**src/rtl/any1_issue_stage.sv**
```systemverilog
// ANY-1 issue stage.
//
// Takes the scheduler's per-cycle ROB selection and the operands and instruction read for it.
// Entries are held in a two-entry in-order skid buffer feeding one functional unit over a
// valid/ready handshake.
//
// The stage refuses to accept a ROB id while that entry's "out" flag may still be in flight.
// An id is refused if it was accepted one or two cycles ago, or if it is still buffered.
// It also produces the pexec/pexec2 history that the scheduler consumes.
//
// Ports:
//   clk_i, rst_i          clock, synchronous active-high reset
//   selection             bit RIDW set = no selection, else [RIDW-1:0] is the ROB id
//   sel_*                 instruction/operands/flags of the selected entry
//   flush_i               pipeline flush; empties the buffer and clears history
//   sel_ack               selection accepted this cycle (combinational)
//   out_set_v/out_set_id  strobe that sets rob[id].out, one cycle after accept
//   rob_pexec/rob_pexec2  ids accepted one/two cycles ago, all ones if none
//   fu_v/fu_rdy           head-entry handshake to the functional unit
//   fu_*                  head entry contents
//   occupancy             number of buffered entries (0..2)
module any1_issue_stage #(
    parameter int unsigned WID  = 64,
    parameter int unsigned IRW  = 40,
    parameter int unsigned RIDW = 6
) (
    input  logic            clk_i,
    input  logic            rst_i,
    input  logic [RIDW:0]   selection,
    input  logic [IRW-1:0]  sel_ir,
    input  logic [WID-1:0]  sel_a,
    input  logic [WID-1:0]  sel_b,
    input  logic [WID-1:0]  sel_c,
    input  logic [WID-1:0]  sel_d,
    input  logic            sel_branch,
    input  logic            sel_memop,
    input  logic            flush_i,
    output logic            sel_ack,
    output logic            out_set_v,
    output logic [RIDW-1:0] out_set_id,
    output logic [RIDW-1:0] rob_pexec,
    output logic [RIDW-1:0] rob_pexec2,
    output logic            fu_v,
    input  logic            fu_rdy,
    output logic [RIDW-1:0] fu_rid,
    output logic [IRW-1:0]  fu_ir,
    output logic [WID-1:0]  fu_a,
    output logic [WID-1:0]  fu_b,
    output logic [WID-1:0]  fu_c,
    output logic [WID-1:0]  fu_d,
    output logic            fu_branch,
    output logic            fu_memop,
    output logic [1:0]      occupancy
);

    localparam logic [RIDW-1:0] RidNone = '1;

    typedef enum logic [1:0] {
        StEmpty = 2'd0,
        StOne   = 2'd1,
        StFull  = 2'd2
    } count_e;

    count_e          count_q;
    logic            head_q;
    logic            tail_q;
    logic [RIDW-1:0] rid_q    [2];
    logic [IRW-1:0]  ir_q     [2];
    logic [WID-1:0]  a_q      [2];
    logic [WID-1:0]  b_q      [2];
    logic [WID-1:0]  c_q      [2];
    logic [WID-1:0]  d_q      [2];
    logic            branch_q [2];
    logic            memop_q  [2];

    logic [RIDW-1:0] sel_id;
    logic [1:0]      ent_v;
    logic            dup;
    logic            deq;

    assign sel_id = selection[RIDW-1:0];
    assign deq    = fu_v && fu_rdy;

    // Which physical slots currently hold a live entry.
    always_comb begin
        ent_v = 2'b00;
        case (count_q)
            StOne:   ent_v[head_q] = 1'b1;
            StFull:  ent_v = 2'b11;
            default: ent_v = 2'b00;
        endcase
    end

    // An id may still be visible as "not out" to the scheduler for two cycles after accept,
    // and for as long as it sits in the buffer.
    assign dup = (sel_id == rob_pexec) || (sel_id == rob_pexec2) ||
                 (ent_v[0] && (rid_q[0] == sel_id)) ||
                 (ent_v[1] && (rid_q[1] == sel_id));

    // FULL is judged before any same-cycle dequeue.
    assign sel_ack = !selection[RIDW] && (count_q != StFull) && !dup && !flush_i;

    always_ff @(posedge clk_i) begin
        if (rst_i) begin
            count_q    <= StEmpty;
            head_q     <= 1'b0;
            tail_q     <= 1'b0;
            out_set_v  <= 1'b0;
            out_set_id <= RidNone;
            rob_pexec  <= RidNone;
            rob_pexec2 <= RidNone;
            for (int i = 0; i < 2; i++) begin
                rid_q[i]    <= '0;
                ir_q[i]     <= '0;
                a_q[i]      <= '0;
                b_q[i]      <= '0;
                c_q[i]      <= '0;
                d_q[i]      <= '0;
                branch_q[i] <= 1'b0;
                memop_q[i]  <= 1'b0;
            end
        end else if (flush_i) begin
            // A concurrent fu_v && fu_rdy is taken by the FU; nothing to undo here.
            count_q    <= StEmpty;
            head_q     <= 1'b0;
            tail_q     <= 1'b0;
            out_set_v  <= 1'b0;
            out_set_id <= RidNone;
            rob_pexec  <= RidNone;
            rob_pexec2 <= RidNone;
        end else begin
            if (sel_ack) begin
                rid_q[tail_q]    <= sel_id;
                ir_q[tail_q]     <= sel_ir;
                a_q[tail_q]      <= sel_a;
                b_q[tail_q]      <= sel_b;
                c_q[tail_q]      <= sel_c;
                d_q[tail_q]      <= sel_d;
                branch_q[tail_q] <= sel_branch;
                memop_q[tail_q]  <= sel_memop;
                tail_q           <= ~tail_q;
            end
            if (deq) begin
                head_q <= ~head_q;
            end
            if (sel_ack && !deq) begin
                if (count_q == StEmpty) count_q <= StOne;
                else                    count_q <= StFull;
            end else if (deq && !sel_ack) begin
                if (count_q == StFull) count_q <= StOne;
                else                   count_q <= StEmpty;
            end
            out_set_v  <= sel_ack;
            out_set_id <= sel_ack ? sel_id : RidNone;
            rob_pexec2 <= rob_pexec;
            rob_pexec  <= sel_ack ? sel_id : RidNone;
        end
    end

    assign fu_v      = (count_q != StEmpty);
    assign occupancy = count_q;
    assign fu_rid    = rid_q[head_q];
    assign fu_ir     = ir_q[head_q];
    assign fu_a      = a_q[head_q];
    assign fu_b      = b_q[head_q];
    assign fu_c      = c_q[head_q];
    assign fu_d      = d_q[head_q];
    assign fu_branch = branch_q[head_q];
    assign fu_memop  = memop_q[head_q];

endmodule

```
**config.mk**
```make
export PLATFORM = sky130hd
export DESIGN_NAME = any1_issue_stage
export DESIGN_NICKNAME = d
export VERILOG_FILES = /design/src/rtl/any1_issue_stage.sv
export SDC_FILE = /design/constraint.sdc
export NUM_CORES = 1
export LEC_CHECK = 0
export BUFFER_PORTS_ARGS = -buffer_cell sky130_fd_sc_hd__buf_4
export CAP_MARGIN = 20
export CORE_AREA = 4 4 242 244
export DETAILED_ROUTE_END_ITERATION = 8
export DIE_AREA = 0 0 246 248
export HOLD_SLACK_MARGIN = 0.05
export PLACE_DENSITY = 0.83
export SYNTH_ARGS = -nofsm -noshare
export SYNTH_HDL_FRONTEND = slang
export SYNTH_SLANG_ARGS = --single-unit
```
**constraint.sdc**
```tcl
create_clock -name clk_i -period 18.32 [get_ports clk_i]
set_clock_uncertainty 0.05 [all_clocks]
set_input_delay 2.748 -clock clk_i [delete_from_list [all_inputs] [get_ports clk_i]]
set_output_delay 2.748 -clock clk_i [all_outputs]
set_load 0.005 [all_outputs]
```
# == Yosys cells after proc, flatten, opt, wreduce, memory -nomap -nowiden ==
# Memory sizes are Yosys's and may differ from the RTL's. A register that Yosys moved wholly into a read port is not among the register bits.
# Index checks and enable logic that the tools add are counted.
# word_totals
inputBits,309
register_bits,17
mem_bits_ro,0
memories,8
ram_bits,608
latch_bits,0
# mem_list
memory,depth,width,rd,rd_clocked_by_memory_dff,wr,line,source
a_q,2,64,1,1,2,69,logic [WID-1:0] a_q [2];
b_q,2,64,1,1,2,70,logic [WID-1:0] b_q [2];
c_q,2,64,1,1,2,71,logic [WID-1:0] c_q [2];
d_q,2,64,1,1,2,72,logic [WID-1:0] d_q [2];
ir_q,2,40,1,1,2,68,logic [IRW-1:0] ir_q [2];
rid_q,2,6,3,1,2,67,logic [RIDW-1:0] rid_q [2];
+2 memories,--,--,--,--,--,--,
# classes
n_eq_ne,7
mul,0
div,0
addsub,0
shifts,0
magnitude_cmp,2
mux,53
n_bitwise,3
reduce_logical,30
# ops
op,count
$mux 64,4
$reduce_or 64->1,4
$mux 1,42
$mux 40,1
$reduce_or 40->1,1
$eq 6x6->1,4
$logic_and 1x1->1,9
$mux 2,3
$mux 6,1
$reduce_or 6->1,1
$logic_not 1->1,5
$pmux 2 s2,1
$reduce_bool 2->1,2
$logic_or 1x1->1,3
$not 1->1,3
$reduce_or 3->1,1
$eq 2x1->1 const B,1
$eq 2x2->1 const B,1
$logic_not 2->1,1
$lt 1x2->1 const B,1
$ne 2x2->1 const B,1
$reduce_or 1->1,2
$reduce_or 2->1,1
$demux 1 s1,1
$ge 1x1->1 const B,1

# == Logic depth before layout (Yosys ltp) ==
# Gate-level depths: netlist of the first run.
# depth
ltp_word,17
depth_mapped,10

# == Worst setup path after synthesis of the first run ==
# OpenSTA, ideal clock, no wires.
# synth_timing
path_type,input-to-reg
from,input port selection[4]
to,"memory a_q[1][0], enable pin"
setup_slack_ns,7.441
t_arrival_ns,10.163
cell_stages,8
t_required_ns,17.604
path_cell_list,buf_2 xor2_1 or4_4 o221ai_2 nor3_1 clkbuf_1 buf_2 a21o_1
# synth_lines
element,line,source
"start, declared",29,"input logic [RIDW:0] selection,"
"end, declared",69,

# == Final worst setup path of the first run ==
# layout_timing
from,input port selection[3]
to,output port sel_ack
# layout_between
elab_chain_len,7
elab_cells_between_ends,12
classes_between,4 x eq/ne; 8 x reduce/logical
# layout_lines
element,line,source
"$eq 6x6->1, on equally long branches","96, 97",
$logic_or 1x1->1 or $logic_and 1x1->1 (tied branches),"96, 97",
$logic_or 1x1->1,96,assign dup = (sel_id == rob_pexec) || (sel_id == rob_pexec2) ||
$logic_or 1x1->1 (*),97,(ent_v[0] && (rid_q[0] == sel_id)) ||
$logic_not 1->1 (*),101,assign sel_ack = !selection[RIDW] && (count_q != StFull) && !dup && !flush_i;
$logic_and 1x1->1 (*) (2 in series),101,
"end, declared",38,"output logic sel_ack,"
# Mark *: on every way between the ends. The rest lies on a longest branch, timed or not.

==> results of run 1 <==
cells by family after synthesis:
kind of cell | after synthesis
xor gates and xnor gates | 25
DFF | 626
and+or+nand+nor | 640
adders and majority gates | 4
buffers and inverters | 157
AOI/OAI and AO/OA | 11
muxes | 304
sequential cells by signal, summed over array words and instances (netlist names), named ones only:
name,cells
head_q,1
memop_q,2
tail_q,1
occupancy,2
out_set_v,1
d_q,128
rid_q,12
rob_pexec,6
rob_pexec2,6
c_q,128
b_q,128
ir_q,80
branch_q,2
a_q,128
worst max-delay path: stages:
cell and delay, ns:
buf_4 0.15, xnor2_1 0.19, nand4_1 0.13, nor4_1 0.57, nor3_1 0.22, buf_4 0.21
synth_stat cells, drive strengths merged:
library cell,instances,area [µm²]
and2,289,1810
buf,38,355
o21ai,1,5.00
and3,319,2000
a2111oi,1,8.76
dfxtp,18,360
clkbuf,113,424
or3,7,43.8
nand2,4,15.0
xnor2,21,184
nand2b,6,37.5
o221ai,1,15.0
nand4,4,25.0
a21o,2,15.0
a21oi,2,10.0
nor2,1,3.75
xor2,4,35.0
ha,4,50.1
a22oi,1,7.51
a211oi,1,7.51
nor3,6,30.0
or4,1,11.3
o21bai,1,7.51
inv,6,22.5
mux2,304,3420
nor4,2,12.5
edfxtp,608,18300
nor2b,1,6.26
o22ai,1,6.26
placed cells by master (no fill, tap or decap), drive strengths merged:
cell,count
a21o,2
o21bai,1
nand2,4
xnor2,21
clkbuf,76
clkinvlp,1
a2111oi,1
nor3,6
inv,7
dfxtp,18
diode,3
a21oi,2
nand2b,6
o221ai,1
o22ai,1
a211oi,1
nor2b,1
nor4,2
xor2,4
bufinv,7
ha,4
edfxtp,608
nor2,1
nand4,4
or3,7
or4,1
and2,289
and3,319
o21ai,1
a22oi,1
buf,653
mux2,304
clkinv,30
path summary, 6_finish.rpt:
kind / endpoint / depth (start not counted) / startpoint
setup / recovery: sel_ack / 6 / selection[3]
setup reg to reg: d_q[0][50] / 8 / occupancy[0]
hold reg to reg: occupancy[0] / 2 / occupancy[0]
hold / removal: occupancy[0] / 2 / occupancy[0]
power breakdown:
part           switching [W]  internal, W  total (W)
Sequential         0.0000237      0.00165    0.00168
Clock               0.000528     0.000725    0.00125
Combinational       0.000144     0.000154   0.000298
Total               0.000695      0.00253    0.00323
metal layers:
metal  GRT usage, %  wire length [µm]
met3           6.39              6590
met5              0                 0
met2           37.7             35900
met1           26.7             25600
met4           7.54              2410
layout make-up:
cell class | instances | area share (%)
tap | 756 | 2.75
inverter | 6 | 0.0656
sequential | 626 | 54.2
multi-input combinational | 984 | 22.7
clock inverter | 39 | 1.08
antenna | 3 | 0.0219
clock buffer | 76 | 4.73
timing repair buffer | 653 | 14.4
stage by stage:
step / power (W) / utilization (%) / std cells / cell area, µm²
finish: 0.00323 / 61.0 / 3143 / 34300
global placement: 0.00199 / 57.4 / 3024 / 32300
CTS: 0.00326 / 60.9 / 3139 / 34300
floorplan: 0.00184 / - / 1767 / 27200
global route: 0.00334 / 61.0 / 3142 / 34300
detailed placement: 0.00200 / 57.4 / 3024 / 32300
==> impl_summary.log, run 1 <==
INFO  metric drt_first_pass_iters = 7
INFO  metric crit_required = 15.52 ns
INFO  metric layout_worst_path_cycle_share = 38.3%
INFO  metric regArea = 0.0186 mm²
INFO  metric synth.distinct_cells = 31
INFO  metric syn-instance-count = around 1,800
INFO  metric drv.max_cap_violation_count = 0
INFO  metric finalNetCount = 2,645
INFO  metric all_layer_global_routing_usage = between 20% and 30%
INFO  metric path_max_fanout = 7
INFO  metric syn2layout_area_growth = 26.3%
INFO  metric report.final.setup_viol = 0
INFO  metric final-hold-violation-count = 0
INFO  metric average_wire_per_cell_in_the_routed_design = 22.4 µm
INFO  metric antenna_violating_nets_post_route = 0
INFO  metric timing.critical_path.to_type = primary output
INFO  metric start_util = 48.3%
INFO  metric postSynthAreaPerCell = between 15 and 20 µm²
INFO  metric fin_crit = around 7.0 ns
INFO  metric cp-start-kind = input port
INFO  metric clock-root-buffer = clkbuf_16
INFO  metric worst-slew-pin-transition = 1.34 ns
INFO  metric synth.net_count = 2,080
INFO  metric clk_pin_slew_worst_paths = roughly 0.06 ns
INFO  metric detailed_place_hpwl = approximately 45,000 µm
INFO  metric syn_area = approximately 0.027 mm²
INFO  metric clk_latency = roughly 0.61 ns
INFO  metric num_vias = about 17,000
INFO  metric die-width = approximately 250 µm
INFO  metric portBuffers = roughly 640
INFO  metric grt-ovfl-total = 0
INFO  metric cts.htree.levels = 2
INFO  metric largest_family_of_logic_cells_by_synthesized_area = simple AND/OR/NAND/NOR gates
INFO  metric die-area = around 0.061 mm²
INFO  metric die_y = roughly 250 µm
INFO  metric power.density_cell_area = approximately 94 mW/mm²
INFO  metric synth.mux.area_fraction = between 10 and 15%
INFO  metric final_layout_size_suffix_gt1_share = about 44%
INFO  metric ir_drop = approximately 0.00007 V
INFO  metric std_cell_rows = a little under 90
INFO  metric outcome = finished, final reports clean
INFO  metric grt_pass1_vias = 17,476
INFO  metric ioPinCount = about 640
INFO  metric core_area = between 0.05 and 0.06 mm²
INFO  metric grt_antenna_before_repair = 3
INFO  metric post_synth_and_or_nand_nor_area_fraction = 14.7%
INFO  metric post-cts-setup-buffer-count = 0
INFO  metric layout_setup_ws = between 10 and 15 ns
INFO  metric drt_iter0_drc = 1,111
INFO  metric synth_compound_gate_area_share = less than 1%
INFO  metric synth.ff_latch_count = between 600 and 700
INFO  metric gp_congestion = between 0.8 and 0.9
INFO  metric total_leakage_power = around 15 nW
INFO  metric preCtsSetupSlack = between 10 and 15 ns
INFO  metric cts_hold_repair.buffers = 0
INFO  metric cts_made_buffers = roughly 60
INFO  metric post_route_wl = approximately 70,000 µm
INFO  metric tritoncts_num_sinks = 626
INFO  metric post_cts.resized_instances = 0
INFO  metric whs = 0.551 ns
INFO  metric cts_tree = done
INFO  metric drcViolationCount = 0
INFO  metric filler_cell_count = 4,108
INFO  metric hp-class = reg2reg
INFO  metric yosys.area_share.xor_xnor = less than 1%
INFO  metric critical_path_arrival = between 4 and 5 ns
INFO  metric synth-warning-count = 0
INFO  metric grt_setup_unrepaired = no
INFO  metric synth_fa_ha_area_share = less than 1%
INFO  metric wire_length_of_the_first_global_routing_pass = approximately 100,000 µm
INFO  metric criticalPathCategory = in2out
INFO  metric reg2reg_setup_slack = between 10 and 15 ns
INFO  metric timing.setup.tns = 0 ns
INFO  metric highest_achievable_clock_rate = ~0.14 GHz
INFO  metric multi_input_comb_area = roughly 0.008 mm²
INFO  metric clock_tree.buffer_depth = 3
INFO  metric ys_seq_area_share = between 60 and 70%
INFO  metric drv_slew = 0
INFO  metric relSlewSlack = a little over a tenth
INFO  metric avgViaCountPerCell = 5.40
INFO  metric grt_max_degree = 168
Note: power is estimated with default switching activity, not from simulation.
==> run 2, diff against run 1 <==
ABC_AREA = 1   (was not set)
CORE_AREA = 4 4 246 248   (was 4 4 242 244)
DIE_AREA = 0 0 250 252   (was 0 0 246 248)
clock period = 5.9 ns   (was 18.32 ns; I/O delays follow)
==> run 2 against run 1 <==
Core utilization fell by 2.1 points. Worst setup slack got worse by 9.2 ns. Sequential cell count did not move. Power rose to 3.2 times the previous value. Via count rose by 4.4%. Die area rose by 3.3%. Synthesized area fell by 1.3%. Register-to-register slack got worse by 12 ns. Sequential share of layout area fell by 0.21 points. Global-route usage fell by 0.86 points.
==> impl_summary.log, run 2 <==
INFO  metric drv.max_cap_violation_count = 0
INFO  metric highest_achievable_clock_rate = 0.265 GHz
INFO  metric post_route_wl = around 70,000 µm
INFO  metric clock-root-buffer = clkbuf_16
INFO  metric num_vias = between 15,000 and 20,000
INFO  metric drt_first_pass_iters = 5
INFO  metric post-cts-setup-buffer-count = 0
INFO  metric antenna_violating_nets_post_route = 0
INFO  metric clk_latency = 0.58 ns
INFO  metric synth.largest_area_cell = edfxtp_1
INFO  metric grt_setup_unrepaired = no
INFO  metric synth_edf_count = approximately 610
INFO  metric average_wire_per_cell_in_the_routed_design = between 15 and 20 µm
INFO  metric cts_tree = done
INFO  metric syn_area = about 0.027 mm²
INFO  metric clock_tree.buffer_depth = 3
INFO  metric crit_required = between 6 and 7 ns
INFO  metric avgViaCountPerCell = approximately 5
INFO  metric final_layout_size_suffix_gt1_share = between 30% and 40%
INFO  metric hp-class = reg2reg
INFO  metric clk_pin_slew_worst_paths = ~0.060 ns
INFO  metric grt_max_degree = about 120
INFO  metric total_leakage_power = around 16 nW
INFO  metric synth.distinct_cells = 28
INFO  metric synth_commonest_cells = edfxtp_1 (608), nor2_1 (604), inv_1 (330)
INFO  metric drt_iter0_drc = 1,392
INFO  metric synth.most_common_cell = edfxtp_1
INFO  metric finalNetCount = around 3,000
INFO  metric tritoncts_num_sinks = between 600 and 700
INFO  metric synth.ff_latch_count = 626
INFO  metric post-route-cell-area = between 0.03 and 0.04 mm²
INFO  metric gp_congestion = 0.867
INFO  metric all_layer_global_routing_usage = a little over a fifth
INFO  metric ir_drop = 0.000286 V
INFO  metric relSlewSlack = 26.5%
INFO  metric outcome = finished, final reports clean
INFO  metric cts_hold_repair.buffers = 0
INFO  metric cp-start-kind = flip-flop
INFO  metric path_max_fanout = between 70 and 80
INFO  metric dp_cells = 3,434
INFO  metric mostFrequentLayoutCell = buf_4
INFO  metric netlist.area_leader.share = just under 70%
INFO  metric cts_made_buffers = between 60 and 70
INFO  metric post_cts.resized_instances = 0
INFO  metric detailed_place_hpwl = 46,500 µm
INFO  metric drv_slew = 0
INFO  metric postSynthAreaPerCell = roughly 13 µm²
INFO  metric whs = around 0.47 ns
INFO  metric synthFlopType = edfxtp_1
INFO  metric syn-instance-count = 2,108
INFO  metric wire_length_of_the_first_global_routing_pass = 104,000 µm
INFO  metric timing.setup.tns = 0 ns
INFO  metric die_y = roughly 250 µm
INFO  metric grt_antenna_before_repair = 6
INFO  metric layout_worst_path_cycle_share = around 64%
INFO  metric power.density_cell_area = 302 mW/mm²
INFO  metric start_util = between 40 and 50%
INFO  metric final-hold-violation-count = 0
INFO  metric synthArstFlopShare = 0%
INFO  metric syn2layout_area_growth = 28.5%
INFO  metric ioPinCount = between 600 and 700
INFO  metric core_area = around 0.06 mm²
INFO  metric synth-warning-count = 0
INFO  metric cts.htree.levels = 3
INFO  metric leading_cell_types_in_the_layout_fill_and_taps_excluded = buf_4 (650), edfxtp_1 (608), nor2_1 (604)
INFO  metric worst-slew-pin-transition = between 1 and 1.5 ns
INFO  metric std_cell_rows = just under 90
INFO  metric timing.critical_path.to_type = flip-flop
INFO  metric grt_pass1_vias = 18,441
INFO  metric grt-ovfl-total = 0
INFO  metric final_cells = roughly 3,600
INFO  metric portBuffers = around 640
INFO  metric critical_path_arrival = slightly below 4 ns
INFO  metric report.final.setup_viol = 0
INFO  metric synth.net_count = 2,421
INFO  metric drcViolationCount = 0
INFO  metric fin_crit = between 3 and 4 ns
INFO  metric filler_cell_count = approximately 4,400
INFO  metric ys_seq_area_share = a little over two thirds
INFO  metric yosys-top-cells-area = edfxtp_1 (68%), mux2_2 (13%), nor2_1 (8.5%)
INFO  metric criticalPathCategory = reg2reg
INFO  metric postPlaceCellArea = ~0.032 mm²
INFO  metric die-area = about 0.063 mm²
INFO  metric die-width = 250 µm
[run 2: cell count changes in the layout (fill, tap and decap cells not counted), moves of 19 or more]
cell and change:
and2_1 -289, xnor2_1 -20, and3_1 -319, nand2_1 +75
nor2_1 +603, nor2_2 +19, inv_1 +324
[run 2: critical path, stage by stage (launching register included)]
cell     delay [ns]
dfxtp_1        0.38
inv_1          0.10
ha_1           0.27
inv_1          0.10
nor2_1         0.06
nand2_1        0.07
nor2_1         0.05
nand2_1        0.06
nand3_2        0.14
nor2_8         0.17
nand3_4        0.69
nand2_8        0.65
buf_12         0.40
[run 2: cell type report]
class / count / area (µm²) / share of cell area [%]
timing repair buffer: 659 / 5060 / 14.7
tap: 773 / 967 / 2.81
clock inverter: 36 / 385 / 1.12
sequential: 626 / 18600 / 54.0
antenna: 3 / 7.51 / 0.0218
clock buffer: 86 / 1790 / 5.20
multi-input combinational: 1040 / 6370 / 18.5
inverter: 336 / 1260 / 3.66
[run 2: kinds of logic (layout without fill, tap and decap cells)]
logic type	Yosys count	in the layout	share of synthesized area [%]
AO/OA/AOI/OAI	17	17	0.336
adder cells (fa/ha/maj)	4	4	0.187
buffers and inverters	442	1117	6.96
AND/OR/NAND/NOR	718	718	10.5
flip-flops	626	626	69.4
XOR/XNOR	3	3	0.0980
other	0	3	0
multiplexers	298	298	12.5
[run 2: metrics by stage]
step	power, W	utilization [%]	worst slack, ns
2_1_floorplan	0.00573	-	0.101
3_3_place_gp	0.00631	55.2	1.81
3_5_place_dp	0.00635	55.2	1.79
4_1_cts	0.0105	58.9	2.14
5_1_grt	0.0108	58.9	1.84
6_report	0.0104	58.9	2.12
[run 2: final timing paths]
kind,start,to,depth (start not counted),slack [ns]
setup reg to reg,occupancy[1],a_q[1][4],12,2.12
hold reg to reg,rob_pexec[3],rob_pexec2[3],2,0.47
setup / recovery,occupancy[1],a_q[1][4],12,2.12
hold / removal,rob_pexec[3],rob_pexec2[3],2,0.47
[run 2: report_power, final]
part           leakage [nW]  switching, W  internal (W)  total (W)
combinational          7.95      0.000522      0.000534    0.00106
sequential             6.51     0.0000656       0.00513    0.00519
clock                  1.05       0.00172       0.00244    0.00416
total                  15.5       0.00231       0.00810     0.0104
[run 2: layer usage]
layer  global-route usage, %  routed length, µm  vias up
met3                    5.57               5660      166
li1                        -                  -     8185
met1                    25.1              25300     8623
met4                    9.99               3150        6
met2                    36.0              34900      738
met5                       0                 47        -
